`src/rtl/spi_pkg.sv`:
```
// Shared types and default sizing for the SPI master/slave pair.
package spi_pkg;

  localparam int unsigned DATA_W_DEF  = 8;
  localparam int unsigned CLK_DIV_DEF = 4;

  typedef enum logic [1:0] {
    IDLE  = 2'd0,
    LEAD  = 2'd1,
    SHIFT = 2'd2,
    TRAIL = 2'd3
  } spi_state_e;

endpackage

```
`src/rtl/spi_master_if.sv`:
```
// Bundle of the SPI master's word handshake and serial pins.
interface spi_master_if #(
  parameter int unsigned DATA_W = spi_pkg::DATA_W_DEF
);

  logic [DATA_W-1:0] tx_data;
  logic              tx_valid;
  logic              tx_ready;
  logic [DATA_W-1:0] rx_data;
  logic              rx_valid;
  logic              spi_clk;
  logic              spi_mosi;
  logic              spi_miso;
  logic              spi_cs_n;

  modport master (
    input  tx_data, tx_valid, spi_miso,
    output tx_ready, rx_data, rx_valid, spi_clk, spi_mosi, spi_cs_n
  );

  modport slave (
    output tx_data, tx_valid, spi_miso,
    input  tx_ready, rx_data, rx_valid, spi_clk, spi_mosi, spi_cs_n
  );

endinterface

```
`src/rtl/spi_clk_div.sv`:
```
// Half-period tick generator; counts only while enabled, parks at zero otherwise.
module spi_clk_div
  import spi_pkg::*;
#(
  parameter int unsigned CLK_DIV = CLK_DIV_DEF
) (
  input  logic clk_sys,
  input  logic rst_sys,
  input  logic en,
  output logic tick_c
);

  localparam int unsigned CNT_W = (CLK_DIV > 1) ? $clog2(CLK_DIV) : 1;

  logic [CNT_W-1:0] cnt;

  assign tick_c = en && (cnt == CNT_W'(CLK_DIV - 1));

  always_ff @(posedge clk_sys) begin
    if (rst_sys || !en) begin
      cnt <= '0;
    end else if (tick_c) begin
      cnt <= '0;
    end else begin
      cnt <= cnt + CNT_W'(1);
    end
  end

endmodule

```
`src/rtl/spi_master.sv`:
```
// Mode-0 SPI master: one word per frame, MSB first, cs_n framed with lead/trail gaps.
module spi_master
  import spi_pkg::*;
#(
  parameter int unsigned DATA_W  = DATA_W_DEF,
  parameter int unsigned CLK_DIV = CLK_DIV_DEF
) (
  input  logic         clk_sys,
  input  logic         rst_sys,
  spi_master_if.master bus
);

  localparam int unsigned HALF_N = 2 * DATA_W;
  localparam int unsigned HC_W   = $clog2(HALF_N);

  spi_state_e        state, state_n;
  logic [DATA_W-1:0] tx_sr, tx_sr_n;
  logic [DATA_W-1:0] rx_sr, rx_sr_n;
  logic [DATA_W-1:0] rx_data_q, rx_data_n;
  logic [HC_W-1:0]   half_cnt, half_cnt_n;
  logic              sclk_q, sclk_n;
  logic              mosi_q, mosi_n;
  logic              cs_n_q, cs_n_n;
  logic              rx_valid_q, rx_valid_n;
  logic              tick_c;
  logic              tx_ready_c;
  logic              accept_c;
  logic              last_half_c;

  assign tx_ready_c  = (state == IDLE) && !rst_sys;
  assign accept_c    = bus.tx_valid && tx_ready_c;
  assign last_half_c = (half_cnt == HC_W'(HALF_N - 1));

  spi_clk_div #(.CLK_DIV(CLK_DIV)) u_clk_div (
    .clk_sys (clk_sys),
    .rst_sys (rst_sys),
    .en      (state != IDLE),
    .tick_c  (tick_c)
  );

  // Next-state and next-output decode; every register holds unless a tick or accept moves it.
  always_comb begin
    state_n    = state;
    tx_sr_n    = tx_sr;
    rx_sr_n    = rx_sr;
    rx_data_n  = rx_data_q;
    half_cnt_n = half_cnt;
    sclk_n     = sclk_q;
    mosi_n     = mosi_q;
    cs_n_n     = cs_n_q;
    rx_valid_n = 1'b0;

    unique case (state)
      IDLE: begin
        sclk_n = 1'b0;
        mosi_n = 1'b0;
        cs_n_n = 1'b1;
        if (accept_c) begin
          state_n    = LEAD;
          tx_sr_n    = bus.tx_data;
          rx_sr_n    = '0;
          half_cnt_n = '0;
          mosi_n     = bus.tx_data[DATA_W-1];
          cs_n_n     = 1'b0;
        end
      end

      LEAD: begin
        if (tick_c) begin
          state_n    = SHIFT;
          half_cnt_n = '0;
        end
      end

      SHIFT: begin
        if (tick_c) begin
          half_cnt_n = half_cnt + HC_W'(1);
          if (!half_cnt[0]) begin
            // Low phase ends: rising edge, sample miso on this same clk_sys edge.
            sclk_n  = 1'b1;
            rx_sr_n = {rx_sr[DATA_W-2:0], bus.spi_miso};
          end else begin
            sclk_n = 1'b0;
            if (last_half_c) begin
              state_n    = TRAIL;
              half_cnt_n = '0;
            end else begin
              tx_sr_n = {tx_sr[DATA_W-2:0], 1'b0};
              mosi_n  = tx_sr[DATA_W-2];
            end
          end
        end
      end

      TRAIL: begin
        if (tick_c) begin
          state_n    = IDLE;
          cs_n_n     = 1'b1;
          mosi_n     = 1'b0;
          rx_valid_n = 1'b1;
          rx_data_n  = rx_sr;
        end
      end

      default: begin
        state_n = IDLE;
      end
    endcase
  end

  always_ff @(posedge clk_sys) begin
    if (rst_sys) begin
      state      <= IDLE;
      tx_sr      <= '0;
      rx_sr      <= '0;
      rx_data_q  <= '0;
      half_cnt   <= '0;
      sclk_q     <= 1'b0;
      mosi_q     <= 1'b0;
      cs_n_q     <= 1'b1;
      rx_valid_q <= 1'b0;
    end else begin
      state      <= state_n;
      tx_sr      <= tx_sr_n;
      rx_sr      <= rx_sr_n;
      rx_data_q  <= rx_data_n;
      half_cnt   <= half_cnt_n;
      sclk_q     <= sclk_n;
      mosi_q     <= mosi_n;
      cs_n_q     <= cs_n_n;
      rx_valid_q <= rx_valid_n;
    end
  end

  assign bus.tx_ready = tx_ready_c;
  assign bus.rx_data  = rx_data_q;
  assign bus.rx_valid = rx_valid_q;
  assign bus.spi_clk  = sclk_q;
  assign bus.spi_mosi = mosi_q;
  assign bus.spi_cs_n = cs_n_q;

  a_clk_low_when_deselected: assert property (
    @(posedge clk_sys) disable iff (rst_sys) cs_n_q |-> !sclk_q);

  a_rx_valid_single: assert property (
    @(posedge clk_sys) disable iff (rst_sys) rx_valid_q |=> !rx_valid_q);

endmodule

```
`src/flat_wrapper.sv`:
```
// flat-port wrapper written by rule: the top's interface ports become plain ports
module spi_master_flat import spi_pkg::*;
#(
  parameter int unsigned DATA_W  = DATA_W_DEF,
  parameter int unsigned CLK_DIV = CLK_DIV_DEF
)
  (clk_sys, rst_sys, bus_tx_data, bus_tx_valid, bus_spi_miso, bus_tx_ready, bus_rx_data, bus_rx_valid, bus_spi_clk, bus_spi_mosi, bus_spi_cs_n);
  spi_master_if #(.DATA_W(DATA_W)) bus_i ();
  input  logic clk_sys;
  input  logic rst_sys;
  input wire logic [$bits(bus_i.tx_data)-1:0] bus_tx_data;
  input wire logic [$bits(bus_i.tx_valid)-1:0] bus_tx_valid;
  input wire logic [$bits(bus_i.spi_miso)-1:0] bus_spi_miso;
  output wire logic [$bits(bus_i.tx_ready)-1:0] bus_tx_ready;
  output wire logic [$bits(bus_i.rx_data)-1:0] bus_rx_data;
  output wire logic [$bits(bus_i.rx_valid)-1:0] bus_rx_valid;
  output wire logic [$bits(bus_i.spi_clk)-1:0] bus_spi_clk;
  output wire logic [$bits(bus_i.spi_mosi)-1:0] bus_spi_mosi;
  output wire logic [$bits(bus_i.spi_cs_n)-1:0] bus_spi_cs_n;
  assign bus_i.tx_data = bus_tx_data;
  assign bus_i.tx_valid = bus_tx_valid;
  assign bus_i.spi_miso = bus_spi_miso;
  assign bus_tx_ready = bus_i.tx_ready;
  assign bus_rx_data = bus_i.rx_data;
  assign bus_rx_valid = bus_i.rx_valid;
  assign bus_spi_clk = bus_i.spi_clk;
  assign bus_spi_mosi = bus_i.spi_mosi;
  assign bus_spi_cs_n = bus_i.spi_cs_n;
  spi_master #(.DATA_W(DATA_W), .CLK_DIV(CLK_DIV)) u_core (.clk_sys(clk_sys), .rst_sys(rst_sys), .bus(bus_i));
endmodule
```
`config.mk`:
```
export PLATFORM = sky130hd
export DESIGN_NAME = spi_master_flat
export DESIGN_NICKNAME = d
export VERILOG_FILES = /design/src/rtl/spi_pkg.sv /design/src/rtl/spi_master_if.sv /design/src/rtl/spi_clk_div.sv /design/src/rtl/spi_master.sv /design/src/flat_wrapper.sv
export SDC_FILE = /design/constraint.sdc
export NUM_CORES = 1
export LEC_CHECK = 0
export ABC_AREA = 0
export CAP_MARGIN = 10
export CORE_ASPECT_RATIO = 0.6
export CORE_MARGIN = 2
export CORE_UTILIZATION = 40
export CTS_BUF_LIST = sky130_fd_sc_hd__clkbuf_8 sky130_fd_sc_hd__clkbuf_16
export CTS_CLUSTER_DIAMETER = 80
export DETAILED_ROUTE_END_ITERATION = 10
export GPL_ROUTABILITY_DRIVEN = 0
export GPL_TIMING_DRIVEN = 0
export PLACE_DENSITY = 0.61
export SLEW_MARGIN = 0
export SYNTH_ARGS = -nofsm -noshare
export SYNTH_HDL_FRONTEND = slang
export SYNTH_SLANG_ARGS = --single-unit
```
`constraint.sdc`:
```
create_clock -name clk_sys -period 3.7 [get_ports clk_sys]
set_clock_uncertainty 0.15 [all_clocks]
set_input_delay 0.74 -clock clk_sys [delete_from_list [all_inputs] [get_ports clk_sys]]
set_output_delay 0.74 -clock clk_sys [all_outputs]
set_load 0.01 [all_outputs]
```
* Word level (Yosys, flattened, before mapping)
Index checks and enable logic that the tools add are counted.
** Word-level totals
- Output and inout port bits :: 13
- Flip-flop bits (word level) :: 35
- Input bits :: 12
- Logic and storage cells :: 83
** Operators by class
- Eq/ne operators :: 13
- Muxes and demuxes :: 35
- Reductions and logical operators :: 22
- Add/sub/neg operators :: 2
- Bitwise gates (word level) :: 1
** Operators by type and width (count)
- 7-bit 2-to-1 mux :: 4
- 8-bit 2-to-1 mux :: 3
- 4-bit 2-to-1 mux :: 5
- 8-bit one-hot mux with 2 select lines :: 1
- 7-bit one-hot mux with 2 select lines :: 1
- 2-bit 2-to-1 mux :: 6
- 2-bit by 1-bit != test with 1-bit output, second input constant :: 6
- 4-bit one-hot mux with 3 select lines :: 1
- 1-bit 2-to-1 mux :: 10
- 5-bit AND reduction :: 2
- 2-bit one-hot mux with 4 select lines :: 1
- 4-bit AND reduction :: 2
- 2-bit equality test, second input constant :: 3
- 2-bit AND reduction :: 3
- 6-bit AND reduction :: 1
- 2-bit nonzero test :: 3
- 3-bit nonzero test :: 2
- 4-bit by 1-bit adder with 4-bit output, second input constant :: 1
- 4-bit equality test, second input constant :: 1
- 2-bit != test, second input constant :: 2
- 1-bit one-hot mux with 2 select lines :: 2
- 2-bit OR reduction :: 2
- 1-bit logical AND :: 3
- 1-bit one-hot mux with 3 select lines :: 1
- other kinds (6) :: 7

* Depth between registers and ports, before layout
Gate-level depths: netlist of run 1.
- Word-level depth :: 5
- Depth in mapped cells :: 8
- Mapped depth without buffers :: 6

* Cells and area by module
From an unflattened synthesis of run 1, not the netlist that was laid out.
** Unflattened totals
- Cell total of the unflattened synthesis :: 192
- Area total of the unflattened synthesis :: 1641.6 µm²
** By module, submodules not included
- spi_master :: cells an instance 186, times used 1, area each 1555.2 µm², sequential area each 660.6 µm²
- spi_clk_div :: cells an instance 6, times used 1, area each 86.3 µm², sequential area each 40.0 µm²

* Worst setup path before layout of run 1
OpenSTA, ideal clock, no wires.
- Path type :: input to register
- From :: in rst_sys
- To :: reg u_core.state[1]
- Stages :: 5
- Data arrival time :: 1823 ps
- Slack :: 1600 ps
- Required time :: 3422 ps
- Cell sequence :: clkbuf_1 -> nand3b_1 -> a222oi_1 -> mux2i_1 -> nor2_1
** On the way
- Word-level cells in the longest chain between the ends :: 5
** Ends and longest elaborated chain
- start, declared :: RTL line flat_wrapper.sv:10 : input logic rst_sys;
- 1-bit zero test :: RTL line spi_master.sv:30 : assign tx_ready_c = (state == IDLE) && !rst_sys;
- 1-bit logical AND :: RTL line spi_master.sv:30
- 1-bit logical AND :: RTL line spi_master.sv:31 : assign accept_c = bus.tx_valid && tx_ready_c;
- 2-bit by 1-bit != test with 1-bit output (no line)
- 6-bit AND reduction (no line)
- end signal, assigned :: RTL line spi_master.sv:123 : state <= state_n;
- end, declared :: RTL line spi_master.sv:16 : spi_state_e state, state_n;
Parallel ways exist; a longest one is shown, timed or not.
A chain may end at the register's enable or synchronous reset.

* Worst setup path in the final report of run 1
- From :: in rst_sys
- To :: out bus_tx_ready
** On the way
- Word-level cells in the longest chain between the ends :: 2
** Ends and longest elaborated chain
- 1-bit zero test :: RTL line spi_master.sv:30
- 1-bit logical AND :: RTL line spi_master.sv:30
- end, declared :: RTL line flat_wrapper.sv:14 : output wire logic [$bits(bus_i.tx_ready)-1:0] bus_tx_ready;
Every way passes these cells.

==> results.json, run 1 <==
{
  "status": "completed",
  "grt_pass1_vias": 1307,
  "synth_nets": 211,
  "r2r_cells": 7,
  "final_cells": 271,
  "path_clk_slew_ns": 0.07,
  "cts_buffer_depth": 2,
  "yosysMostFrequentCell": "dfxtp_1",
  "min_from": "u_core.bus.rx_data[0]",
  "cts_resized": 0,
  "via_per_inst": 5.61,
  "rows": 17,
  "ctsHoldBuffers": 0,
  "dr_wl_met3_um": 277,
  "worst_pin_slew_ns": 0.664,
  "cpPeakStageDelay_ns": 0.49,
  "power_frac_comb": 0.306,
  "rsz0062_at_grt": "false",
  "path_class": "in2out",
  "drtPass1Iterations": 5,
  "design.die.area_um2": 4610,
  "min_path_type": "reg2reg",
  "cts_tree": "done",
  "ios": 25,
  "fillers": 358,
  "dp.cells": 263,
  "crit_chain": "clkdlybuf4s50_1, clkbuf_1, nor2b_1, clkdlybuf4s50_1",
  "cap_violations": 0,
  "netlist_area_um2": 1630,
  "dr_wl_met2_mm": 1.58,
  "switching_share": 0.319,
  "area_growth_pct": 25.6,
  "port_buffers": 24,
  "p_total_mw": 1.16,
  "synth_cells": 192,
  "p_per_area_nw_per_um2": 568,
  "highest_layer": "met4",
  "start_util": 0.430,
  "totalWireLength_mm": 3.98,
  "clock_sinks": 35,
  "numCtsBuffers": 5,
  "min_period_ns": 3.06,
  "synth_ff_type": "dfxtp_1",
  "place_area_um2": 1930,
  "setup-tns-final_ns": 0,
  "grt_max_degree": 12,
  "syn_avg_cell_area_um2": 8.47,
  "arrival_ns": 2.17,
  "fin_area_um2": 2040,
  "antenna_found_initial": 0,
  "rrSetupSlack_ns": 1.39,
  "overflow": 0,
  "final_antenna_net_count": 0,
  "track_usage": 0.193,
  "min_to": "u_core.bus.rx_data[0]",
  "diodes": 0,
  "wire_per_inst_um": 14.7,
  "cp_slowest_cell": "clkdlybuf4s50_1",
  "wl_met1_mm": 2.11,
  "fp.dieW_um": 86.3,
  "p_leak_nw": 0.696,
  "htreeDepth": 2,
  "finalWorstSetupSlack_ns": 0.637,
  "drv_slew": 0,
  "clk_latency_ns": 0.29,
  "drive_above_1_share": 0.0491,
  "chipHeight_um": 53.4,
  "p_clk_frac": 0.311,
  "crit_path_frequent_cell": "clkdlybuf4s50_1",
  "yosysTopAreaCell": "dfxtp_1",
  "reg2reg_from": "u_core.state[0]",
  "fin_crit_sh": 0.828,
  "crit_path_end_kind": "output pin",
  "cp.required_ns": 2.81,
  "setup_viol": 0,
  "worstPathMaxFanout": 10,
  "ir_drop_mv": 0.283,
  "grt_pass1_wl_mm": 6.59,
  "drtIter0Drc": 89,
  "nNetsFinal": 242,
  "worstSetupStartpointType": "input pin",
  "synth_top_area_frac": 0.431,
  "hold_depth": 2,
  "post_synth_num_cell_types": 37,
  "regToRegEndpoint": "u_core.state[1]",
  "clockRootBuffer": "clkbuf_8",
  "yosysWarnings": 0,
  "post-place-ws_ns": 0.659,
  "fmax_ghz": 0.326,
  "coreArea_um2": 3790,
  "ys_seq_area_frac": 0.431,
  "async_flop_share": 0,
  "cts_setup_buffers": 0,
  "drcViolationCount": 0,
  "dp_hpwl_mm": 2.95,
  "maxSlewHeadroom": 0.557,
  "synth_common_cells": "dfxtp_1 (35), a21oi_1 (22), nand2_1 (21), nand3_1 (21), clkbuf_1 (14)",
  "power_frac_seq": 0.383,
  "intPower_uw": 790,
  "synthTopCellsByArea": "dfxtp_1 (43%), a21oi_1 (6.8%), nand3_1 (6.5%), ha_1 (5.4%), nand2_1 (4.8%)",
  "via_count": 1519,
  "synth_enable_flop_cells": 0,
  "final_hold_viol_count": 0,
  "switching_power_uw": 370,
  "ys_ff_latch": 35
}
[worst max-delay path: cells and delay by family]
| kind | cells | cell delay (ns) |
|---|---|---|
| buffers and inverters | 3 | 1.33 |
| AND/OR/NAND/NOR | 1 | 0.09 |
[power groups by stage]
stage          registers (mW)  logic (mW)  clock network (mW)
5_1_grt                 0.451       0.397               0.390
3_5_place_dp            0.452       0.352                   0
4_1_cts                 0.444       0.353               0.366
2_1_floorplan           0.451       0.244                   0
3_3_place_gp            0.450       0.341                   0
6_report                0.444       0.355               0.361
[sequential cells by signal, indices dropped and copies added, names as in the netlist, 2 cells and up]
signal / cells
u_core.half_cnt: 4
u_core.tx_sr: 7
u_core.rx_sr: 8
u_core.bus.rx_data: 8
u_core.u_clk_div.cnt: 2
u_core.state: 2
[metrics by stage]
step,hold WS (ns),util
6_report,0.304,0.540
5_1_grt,0.328,0.540
4_1_cts,0.308,0.540
3_5_place_dp,0.298,0.509
3_3_place_gp,0.267,0.509
2_1_floorplan,0.258,-
[worst max path at each step]
stage | startpoint | cells after the start | slack, ns | end
6_report | rst_sys | 4 | 0.64 | bus_tx_ready
5_1_grt | rst_sys | 4 | 0.57 | bus_tx_ready
4_1_cts | rst_sys | 4 | 0.65 | bus_tx_ready
3_5_place_dp | rst_sys | 4 | 0.66 | bus_tx_ready
3_3_place_gp | rst_sys | 4 | 0.67 | bus_tx_ready
2_1_floorplan | rst_sys | 5 | 1.60 | u_core.state[1]
[cells by family (layout without fill, tap and decap cells)]
| kind of cell | Yosys count | count (layout) | share of synthesized area |
|---|---|---|---|
| simple gates | 88 | 88 | 0.285 |
| compound gates | 41 | 41 | 0.169 |
| flops | 35 | 35 | 0.431 |
| buf+inv | 19 | 51 | 0.0492 |
| fa+ha+maj | 7 | 7 | 0.0538 |
| mux | 2 | 2 | 0.0123 |
[per-layer routing]
metal | vias to the layer above | global-route usage
met5 | - | 0
met4 | 0 | 0.0781
li1 | 755 | -
met2 | 53 | 0.251
met1 | 709 | 0.292
met3 | 2 | 0.0484
[cell type report]
type | instances | area (um^2) | share of cell area
repair buffers | 24 | 240 | 0.118
clock inverters | 2 | 35.0 | 0.0171
plain buffers | 16 | 68.8 | 0.0337
inverters | 3 | 11.3 | 0.00551
multi-input cells | 138 | 846 | 0.414
flip-flops and latches | 35 | 701 | 0.343
clock buffers | 6 | 82.6 | 0.0404
well taps | 47 | 58.8 | 0.0288
[placed cells by master, fill, tap and decap left out, types with 2 or more instances in the layout]
master / n
dfxtp_1: 35
clkdlybuf4s50_1: 24
a21oi_1: 22
nand2_1: 21
nand3_1: 21
clkbuf_1: 14
nor3_1: 13
nor2b_1: 8
a221oi_1: 8
ha_1: 7
nor2_1: 6
clkbuf_8: 6
nand2b_1: 4
inv_1: 3
nand3b_1: 2
mux2i_1: 2
a311oi_1: 2
o21bai_1: 2
nand4_1: 2
No activity file was read; power rests on OpenSTA's default activity.
==> inputs of run 2 (changes only) <==
==> constraint.sdc (replaced) <==
create_clock -name clk_sys -period 3.05 [get_ports clk_sys]
set_clock_uncertainty 0.15 [all_clocks]
set_input_delay 0.61 -clock clk_sys [delete_from_list [all_inputs] [get_ports clk_sys]]
set_output_delay 0.61 -clock clk_sys [all_outputs]
set_load 0.01 [all_outputs]
==> results of run 2 <==
Same layout as run 1 (identical final DEF). Status: completed.
Among the figures that moved: setup slack after placement 0.659 ns -> 0.269 ns; setup slack after layout 0.637 ns -> 0.247 ns; register-to-register setup slack 1.39 ns -> 0.74 ns; total power 1.16 mW -> 1.41 mW; worst IR drop on VDD 0.283 mV -> 0.343 mV
